==> src/rtl/nibble_serializer_pkg.sv <==
// nibble_serializer_pkg: output-stage state encoding, nibble width and nibble select helper
package nibble_serializer_pkg;

    localparam int NIB_W = 4;

    typedef enum logic [1:0] {
        IDLE   = 2'd0,
        FIRST  = 2'd1,
        SECOND = 2'd2
    } state_t;

    function automatic logic [NIB_W-1:0] nib_sel(input logic [7:0] b, input logic hi);
        return hi ? b[7:4] : b[3:0];
    endfunction

endpackage

==> src/rtl/nibble_serializer_fifo.sv <==
// byte_fifo_sync: byte FIFO with registered storage and a combinational head output
module byte_fifo_sync #(
    parameter int DEPTH = 4,
    localparam int AW = $clog2(DEPTH)
) (
    input  logic        clk,
    input  logic        rst,
    input  logic        wr_en,
    input  logic [7:0]  wr_data,
    input  logic        rd_en,
    output logic [7:0]  rd_data,
    output logic        full,
    output logic        empty,
    output logic [AW:0] fill
);

    logic [7:0]    mem [DEPTH];
    logic [AW-1:0] wr_ptr;
    logic [AW-1:0] rd_ptr;
    logic          wr_ok;
    logic          rd_ok;

    // a pop never frees a slot for a same-cycle write, so full refuses outright
    assign full    = fill == (AW+1)'(DEPTH);
    assign empty   = fill == '0;
    assign wr_ok   = wr_en && !full;
    assign rd_ok   = rd_en && !empty;
    assign rd_data = mem[rd_ptr];

    always_ff @(posedge clk)
        if (wr_ok) mem[wr_ptr] <= wr_data;

    always_ff @(posedge clk or posedge rst)
        if (rst) begin
            wr_ptr <= '0;
            rd_ptr <= '0;
            fill   <= '0;
        end else begin
            wr_ptr <= wr_ok ? wr_ptr + AW'(1) : wr_ptr;
            rd_ptr <= rd_ok ? rd_ptr + AW'(1) : rd_ptr;
            fill   <= fill + (AW+1)'(wr_ok) - (AW+1)'(rd_ok);
        end

endmodule

==> src/rtl/nibble_serializer.sv <==
// nibble_serializer: buffers bytes in a FIFO and emits each as two 4-bit nibbles
module nibble_serializer
    import nibble_serializer_pkg::*;
#(
    parameter int DEPTH     = 4,
    parameter bit LOW_FIRST = 1'b1
) (
    input  logic                   clk,
    input  logic                   rst,
    input  logic [7:0]             in_byte,
    input  logic                   in_valid,
    output logic                   in_ready,
    output logic [NIB_W-1:0]       out_nibble,
    output logic                   out_valid,
    input  logic                   out_ready,
    output logic                   out_last,
    output logic [$clog2(DEPTH):0] fill
);

    state_t     state;
    logic [7:0] head;
    logic [7:0] hold;
    logic       full;
    logic       empty;
    logic       load;

    assign in_ready = !full;
    // reload straight from SECOND keeps consecutive bytes bubble-free
    assign load = !empty && (state == IDLE || (state == SECOND && out_ready));

    byte_fifo_sync #(.DEPTH(DEPTH)) u_fifo (
        .clk     (clk),
        .rst     (rst),
        .wr_en   (in_valid),
        .wr_data (in_byte),
        .rd_en   (load),
        .rd_data (head),
        .full    (full),
        .empty   (empty),
        .fill    (fill)
    );

    always_ff @(posedge clk or posedge rst)
        if (rst) begin
            state      <= IDLE;
            hold       <= '0;
            out_valid  <= 1'b0;
            out_last   <= 1'b0;
            out_nibble <= '0;
        end else if (load) begin
            state      <= FIRST;
            hold       <= head;
            out_valid  <= 1'b1;
            out_last   <= 1'b0;
            out_nibble <= nib_sel(head, !LOW_FIRST);
        end else if (state == FIRST && out_ready) begin
            state      <= SECOND;
            out_last   <= 1'b1;
            out_nibble <= nib_sel(hold, LOW_FIRST);
        end else if (state == SECOND && out_ready) begin
            state      <= IDLE;
            out_valid  <= 1'b0;
            out_last   <= 1'b0;
            out_nibble <= '0;
        end

endmodule

==> config.mk <==
export PLATFORM = sky130hd
export DESIGN_NAME = nibble_serializer
export DESIGN_NICKNAME = d
export VERILOG_FILES = /design/src/rtl/nibble_serializer_pkg.sv /design/src/rtl/nibble_serializer_fifo.sv /design/src/rtl/nibble_serializer.sv
export SDC_FILE = /design/constraint.sdc
export NUM_CORES = 1
export LEC_CHECK = 0
export ABC_AREA = 1
export CAP_MARGIN = 20
export CORE_UTILIZATION = 47
export CTS_CLUSTER_DIAMETER = 150
export DETAILED_ROUTE_END_ITERATION = 6
export DONT_BUFFER_PORTS = 1
export GPL_TIMING_DRIVEN = 0
export PLACE_DENSITY_LB_ADDON = 0.3
export SLEW_MARGIN = 10
export SYNTH_ARGS = -nofsm -noshare
export SYNTH_HDL_FRONTEND = slang
export SYNTH_HIERARCHICAL = 1
export SYNTH_SLANG_ARGS = --single-unit
==> constraint.sdc <==
create_clock -name clk -period 4.2 [get_ports clk]
set_input_delay 0.63 -clock clk [delete_from_list [all_inputs] [get_ports clk]]
set_output_delay 0.63 -clock clk [all_outputs]
set_load 0.01 [all_outputs]
==> results.json, run 1 <==
{
  "grt_start_max_net_pins": 19,
  "post_cts_resized": 0,
  "drt-vias-per-instance": 4.99,
  "final_util_pct": 54.1,
  "fin_setup_tns_ns": 0,
  "clockBufferDepth": 2,
  "timing.rr.start": "u_fifo/fill[1]$_DFF_PP0_",
  "io_buffers": 0,
  "cp-end-kind": "flop",
  "cp.arrival_ns": 2.66,
  "netlist.area_leader.share_pct": 42.2,
  "wire_per_inst_um": 12.8,
  "holdWs_ns": 0.127,
  "status": "finished clean",
  "drc_errors": 0,
  "htreeDepth": 2,
  "syn-num-nets": 244,
  "yosysWarnings": 6,
  "rrSetupSlack_ns": 1.79,
  "syn_to_final_growth_pct": 7.03,
  "row_count": 24,
  "final_common_cell": "nand2_1",
  "grt_usage_pct": 16.2,
  "synth_area_leaders": "edfxtp_1, dfrtp_1, nand2_1, inv_1, ha_1",
  "wirelength_um": 3650,
  "skew_ns": 0.0101,
  "synth.avg_cell_area_um2": 10.1,
  "die_x_um": 71.6,
  "maxSlewViolCount": 0,
  "timing.rr.end": "u_fifo/fill[2]$_DFF_PP0_",
  "clk_pin_slew_ns": 0.10,
  "grt_pass1_vias": 1382,
  "hold_path.class": "input pin to asynchronous set/reset pin",
  "ys_ff_latch": 50,
  "fmax_mhz": 415,
  "core_region_area_um2": 4500,
  "fin_crit_ns": 2.41,
  "cts_buffers": 5,
  "diodes": 0,
  "drv_cap": 0,
  "first_iter_violations": 83,
  "syn-instance-count": 225,
  "cts.sinks": 50,
  "grt_antenna_before_repair": 0,
  "ys_seq_area_share_pct": 61.9,
  "boundaryPins": 22,
  "crit_type": "flop to flop",
  "clock_latency_ns": 0.30,
  "hold_buffers": 0,
  "critPathLaunchType": "flop",
  "totalPowerFinal_mw": 1.70,
  "min_period_over_period_pct": 57.4,
  "grt_pass1_wl_um": 6170,
  "hold_viol": 0,
  "yosysTopAreaCell": "edfxtp_1",
  "gp_congestion": 0.761,
  "final_cell_mix": "nand2_1, inv_1, edfxtp_1, dfrtp_1, nor2_1",
  "place_hpwl_um": 2620,
  "cts_setup_buffers": 0,
  "crit_path_max_fanout": 7,
  "cts_tree": "yes",
  "ff2ff_path_depth": 14,
  "finalSetupViolations": 0,
  "firstDrtPassIters": 4,
  "drive_gt1_share_pct": 10.3,
  "synth_area_um2": 2280,
  "dieArea_um2": 5130,
  "initial_core_util_pct": 50.6,
  "fin_nets": 251,
  "power.leakage_nw": 1.14,
  "postRouteAntennaNets": 0,
  "ir_worst_vdd_v": 0.000327,
  "relSlewSlack_pct": 47.3,
  "grt-ovfl-total": 0,
  "die_h_um": 71.6,
  "vias": 1421,
  "cts_root_buf": "clkbuf_8",
  "rsz0062_at_grt": "no",
  "worstMarginPinSlew_ns": 0.788,
  "required_ns": 4.45,
  "yosysUniqueCellTypes": 18,
  "power_density_nw_per_um2": 699
}
-- routing by layer --
metal / wire length, um / GRT usage (%) / part of all wire, % / vias to the layer above
met5: 0 / 0 / 0 / -
met4: 45 / 6.54 / 1.2 / 0
met3: 213 / 5.34 / 5.8 / 5
met2: 1700 / 26.0 / 46 / 33
met1: 1700 / 20.3 / 46 / 650
li1: - / - / - / 733
-- worst max-delay path: stages, from the launching register on --
cell and delay [ns]:
dfrtp_1 0.46, nor2_1 0.16, nand2_1 0.14, inv_1 0.18, nor2_8 0.06, nand2_4 0.07, inv_2 0.06, nand2_1 0.08
inv_1 0.05, ha_1 0.26, inv_1 0.04, ha_1 0.18, fa_1 0.38, nand3b_1 0.17, nand2_1 0.07
-- how the worst max path moves through the flow --
| stage | from | to | slack, ns | depth (start not counted) |
|---|---|---|---|---|
| after CTS | u_fifo/fill[1]$_DFF_PP0_ | u_fifo/fill[2]$_DFF_PP0_ | 1.76 | 14 |
| final | u_fifo/fill[1]$_DFF_PP0_ | u_fifo/fill[2]$_DFF_PP0_ | 1.79 | 14 |
| after global placement | u_fifo/fill[1]$_DFF_PP0_ | u_fifo/fill[2]$_DFF_PP0_ | 1.85 | 14 |
| after detailed placement | u_fifo/fill[1]$_DFF_PP0_ | u_fifo/fill[2]$_DFF_PP0_ | 1.79 | 14 |
| after global routing | u_fifo/fill[1]$_DFF_PP0_ | u_fifo/fill[2]$_DFF_PP0_ | 1.57 | 14 |
| after floorplan | u_fifo/fill[1]$_DFF_PP0_ | u_fifo/fill[2]$_DFF_PP0_ | 2.00 | 14 |
-- sequential cells by signal, indices dropped and copies added, names as in the netlist --
name	cells
u_fifo/rd_ptr	2
hold	4
state	1
out_nibble	4
out_valid	1
u_fifo/wr_ptr	2
u_fifo/mem	32
u_fifo/fill	3
out_last	1
-- layout make-up --
type	instances	area (um2)
clock buffer	5	68.8
sequential	50	1410
inverter	35	131
multi-input combinational	134	676
buffer	6	60.1
clock inverter	3	26.3
tap	52	65.1
fill	407	2070
-- kinds of logic after synthesis --
kind of cell,after synthesis,share of synthesized area [%]
AND/OR/NAND/NOR,110,21.7
flip-flops,50,61.9
AO/OA/AOI/OAI,17,3.73
adder cells (fa/ha/maj),7,4.17
buffers and inverters,41,8.40
-- synthesized netlist by cell type (all sizes together) --
master,count
o21ai,17
edfxtp,32
inv,35
ha,6
nor2,22
nand2,69
nand4,8
buf,6
nand3,10
nand3b,1
fa,1
dfrtp,18
-- metrics by stage --
step | setup WS (ns) | cells | area (um2)
after floorplan | 2.00 | 225 | 2280
final | 1.79 | 285 | 2440
after global placement | 1.85 | 277 | 2340
after global routing | 1.57 | 285 | 2440
after detailed placement | 1.79 | 277 | 2340
after CTS | 1.76 | 285 | 2440
-- where the power goes --
group          total (mW)  switching [mW]  internal [mW]
registers           0.772          0.0947          0.677
clock network       0.292           0.169          0.123
logic               0.641           0.406          0.235
Note: power is estimated with default switching activity, not from simulation.
==> run 2: changes to the inputs <==
clock period = 2.15 ns   (was 4.2 ns; I/O delays follow)
==> run 2 against run 1 <==
Against the previous run: setup slack worse by 1.7 ns; clock skew is 0.00083 ns higher; wire length is 3.4% higher; fmax is 16% higher; clock-buffer cell count stayed put; largest cell class unchanged.
==> results.json, run 2 (synthesis results as in run 1) <==
{
  "status": "finished clean",
  "row_count": 24,
  "power_density_nw_per_um2": 1380,
  "fmax_mhz": 480,
  "grt-ovfl-total": 0,
  "largest_reg_flops": 32,
  "timing.rr.end": "u_fifo/fill[2]$_DFF_PP0_",
  "top_regs": "u_fifo/mem x32, hold x4, out_nibble x4",
  "fin_nets": 258,
  "power.leakage_nw": 1.17,
  "maxSlewViolCount": 0,
  "crit_type": "flop to flop",
  "required_ns": 2.40,
  "min_period_over_period_pct": 96.9,
  "slowest_delay_ns": 0.46,
  "cts_tree": "yes",
  "io_buffers": 0,
  "first_iter_violations": 55,
  "place_hpwl_um": 2600,
  "hold_viol": 0,
  "hold_path.class": "input pin to flop",
  "firstDrtPassIters": 4,
  "cp-end-kind": "flop",
  "htreeDepth": 2,
  "postRouteAntennaNets": 0,
  "fill_cells": 388,
  "seq_area_um2": 1420,
  "clock_latency_ns": 0.31,
  "totalPowerFinal_mw": 3.52,
  "finalSetupViolations": 0,
  "die_h_um": 71.6,
  "grt_pass1_vias": 1421,
  "critPathLaunchType": "flop",
  "rrSetupSlack_ns": 0.07,
  "ff2ff_path_depth": 14,
  "initial_core_util_pct": 50.6,
  "drt-vias-per-instance": 4.94,
  "top_register": "u_fifo/mem",
  "dieArea_um2": 5130,
  "final_cell_mix": "nand2_1, edfxtp_1, inv_1, nor2_1, dfrtp_1",
  "worstSetupStartpoint": "u_fifo/fill[0]$_DFF_PP0_",
  "crit_path_frequent_cell": "nand2_4",
  "path_buf_inv": 4,
  "fin_crit_ns": 2.08,
  "worstMarginPinSlew_ns": 0.746,
  "boundaryPins": 22,
  "clockBufferDepth": 2,
  "finish.cell_count_without_fillers": 292,
  "timing.rr.start": "u_fifo/fill[0]$_DFF_PP0_",
  "cts_buffers": 5,
  "diodes": 0,
  "core_region_area_um2": 4500,
  "crit_end": "u_fifo/fill[2]$_DFF_PP0_",
  "gp_congestion": 0.757,
  "skew_ns": 0.0109,
  "cts_root_buf": "clkbuf_8",
  "worst_slack_ns": 0.0656,
  "rsz0062_at_grt": "yes",
  "clk_pin_slew_ns": 0.10,
  "critical-path-slowest-cell": "dfrtp_2",
  "ir_worst_vdd_v": 0.000651,
  "drc_errors": 0,
  "wirelength_um": 3780,
  "holdWs_ns": 0.102,
  "grt_usage_pct": 17.0,
  "multi_input_area_um2": 716,
  "relSlewSlack_pct": 50.1,
  "drv_cap": 0,
  "path_depth": 14,
  "drive_gt1_share_pct": 17.5,
  "final_common_cell": "nand2_1",
  "crit_path_max_fanout": 3,
  "grt_start_max_net_pins": 19,
  "dp_cells": 277,
  "cts.sinks": 50,
  "syn_to_final_growth_pct": 11.8,
  "grt_pass1_wl_um": 6410,
  "wire_per_inst_um": 12.9,
  "vias": 1443,
  "pre_cts_ws_ns": -0.138,
  "grt_antenna_before_repair": 0,
  "worstPathCellList": "nor2_4 > nand2_4 > inv_4 > nor2_8 > nand2_4 > inv_6 > nand2_4 > inv_4 > ha_4 > inv_2 > ha_2 > fa_2 > nand3b_1 > nand2_1",
  "cp.arrival_ns": 2.34,
  "die_x_um": 71.6,
  "crit_family": "adder cells"
}
-- run 2: cell types whose count changed in the layout (fill, tap and decap cells not counted), moves of 3 or more --
cell     delta
inv_1       -3
dfrtp_1     -3
dfrtp_2     +3
buf_4       +6
-- run 2: report_power, final --
group	internal [mW]	leakage, nW	switching, mW
Sequential	1.33	0.508	0.190
Combinational	0.559	0.610	0.869
Clock	0.242	0.0495	0.328
Total	2.13	1.17	1.39
-- run 2: worst min path at each step --
| stage | endpoint | depth (start not counted) | slack [ns] | from |
|---|---|---|---|---|
| after floorplan | u_fifo/fill[0]$_DFF_PP0_ | 1 | 0.13 | rst |
| after global placement | u_fifo/fill[1]$_DFF_PP0_ | 1 | 0.16 | rst |
| after detailed placement | u_fifo/rd_ptr[1]$_DFFE_PP0P_ | 1 | 0.17 | rst |
| after CTS | u_fifo/mem[0][0]$_DFFE_PP_ | 0 | 0.09 | in_byte[0] |
| after global routing | u_fifo/mem[0][4]$_DFFE_PP_ | 0 | 0.08 | in_byte[4] |
| final | u_fifo/mem[0][4]$_DFFE_PP_ | 0 | 0.10 | in_byte[4] |
-- run 2: area by class of cell --
| cell class | count | area share (%) |
|---|---|---|
| Sequential cell | 50 | 55.6 |
| Clock buffer | 5 | 2.70 |
| Buffer | 6 | 2.36 |
| Inverter | 35 | 5.55 |
| Tap cell | 52 | 2.55 |
| Multi-Input combinational cell | 134 | 28.1 |
| Timing Repair Buffer | 7 | 2.16 |
| Clock inverter | 3 | 1.03 |
-- run 2: stage by stage --
stage                     utilization [%]  setup TNS [ns]  instance area [um2]
after floorplan                         -               0                 2280
after global placement               52.1          -0.170                 2350
after detailed placement             52.1          -0.238                 2350
after CTS                            55.3               0                 2490
after global routing                 56.6         -0.0156                 2550
final                                56.6               0                 2550
-- run 2: worst reg2reg max path: stages (launching register included) --
cell and delay (ns):
dfrtp_2 0.46, nor2_4 0.15, nand2_4 0.07, inv_4 0.07, nor2_8 0.04, nand2_4 0.08, inv_6 0.03, nand2_4 0.06
inv_4 0.04, ha_4 0.25, inv_2 0.03, ha_2 0.16, fa_2 0.34, nand3b_1 0.17, nand2_1 0.08
-- run 2: what timing repair did --
| item | 4_1_cts | 5_1_grt |
|---|---|---|
| buffers inserted | 2 | 4 |
| resized for setup | 9 | 8 |
| hold endpoints to repair | 18 | 0 |
| pin swaps | 5 | 7 |
| hold buffers | 1 | 0 |
| setup endpoints to repair | 2 | 2 |
-- run 2: per-layer routing --
metal  GRT usage [%]  vias up  share of wire [%]
li1                -      744                  -
met1            21.2      664                 46
met2            27.8       27                 48
met3            5.49        8                4.6
met4            6.54        0                1.7
met5               0        -                  0
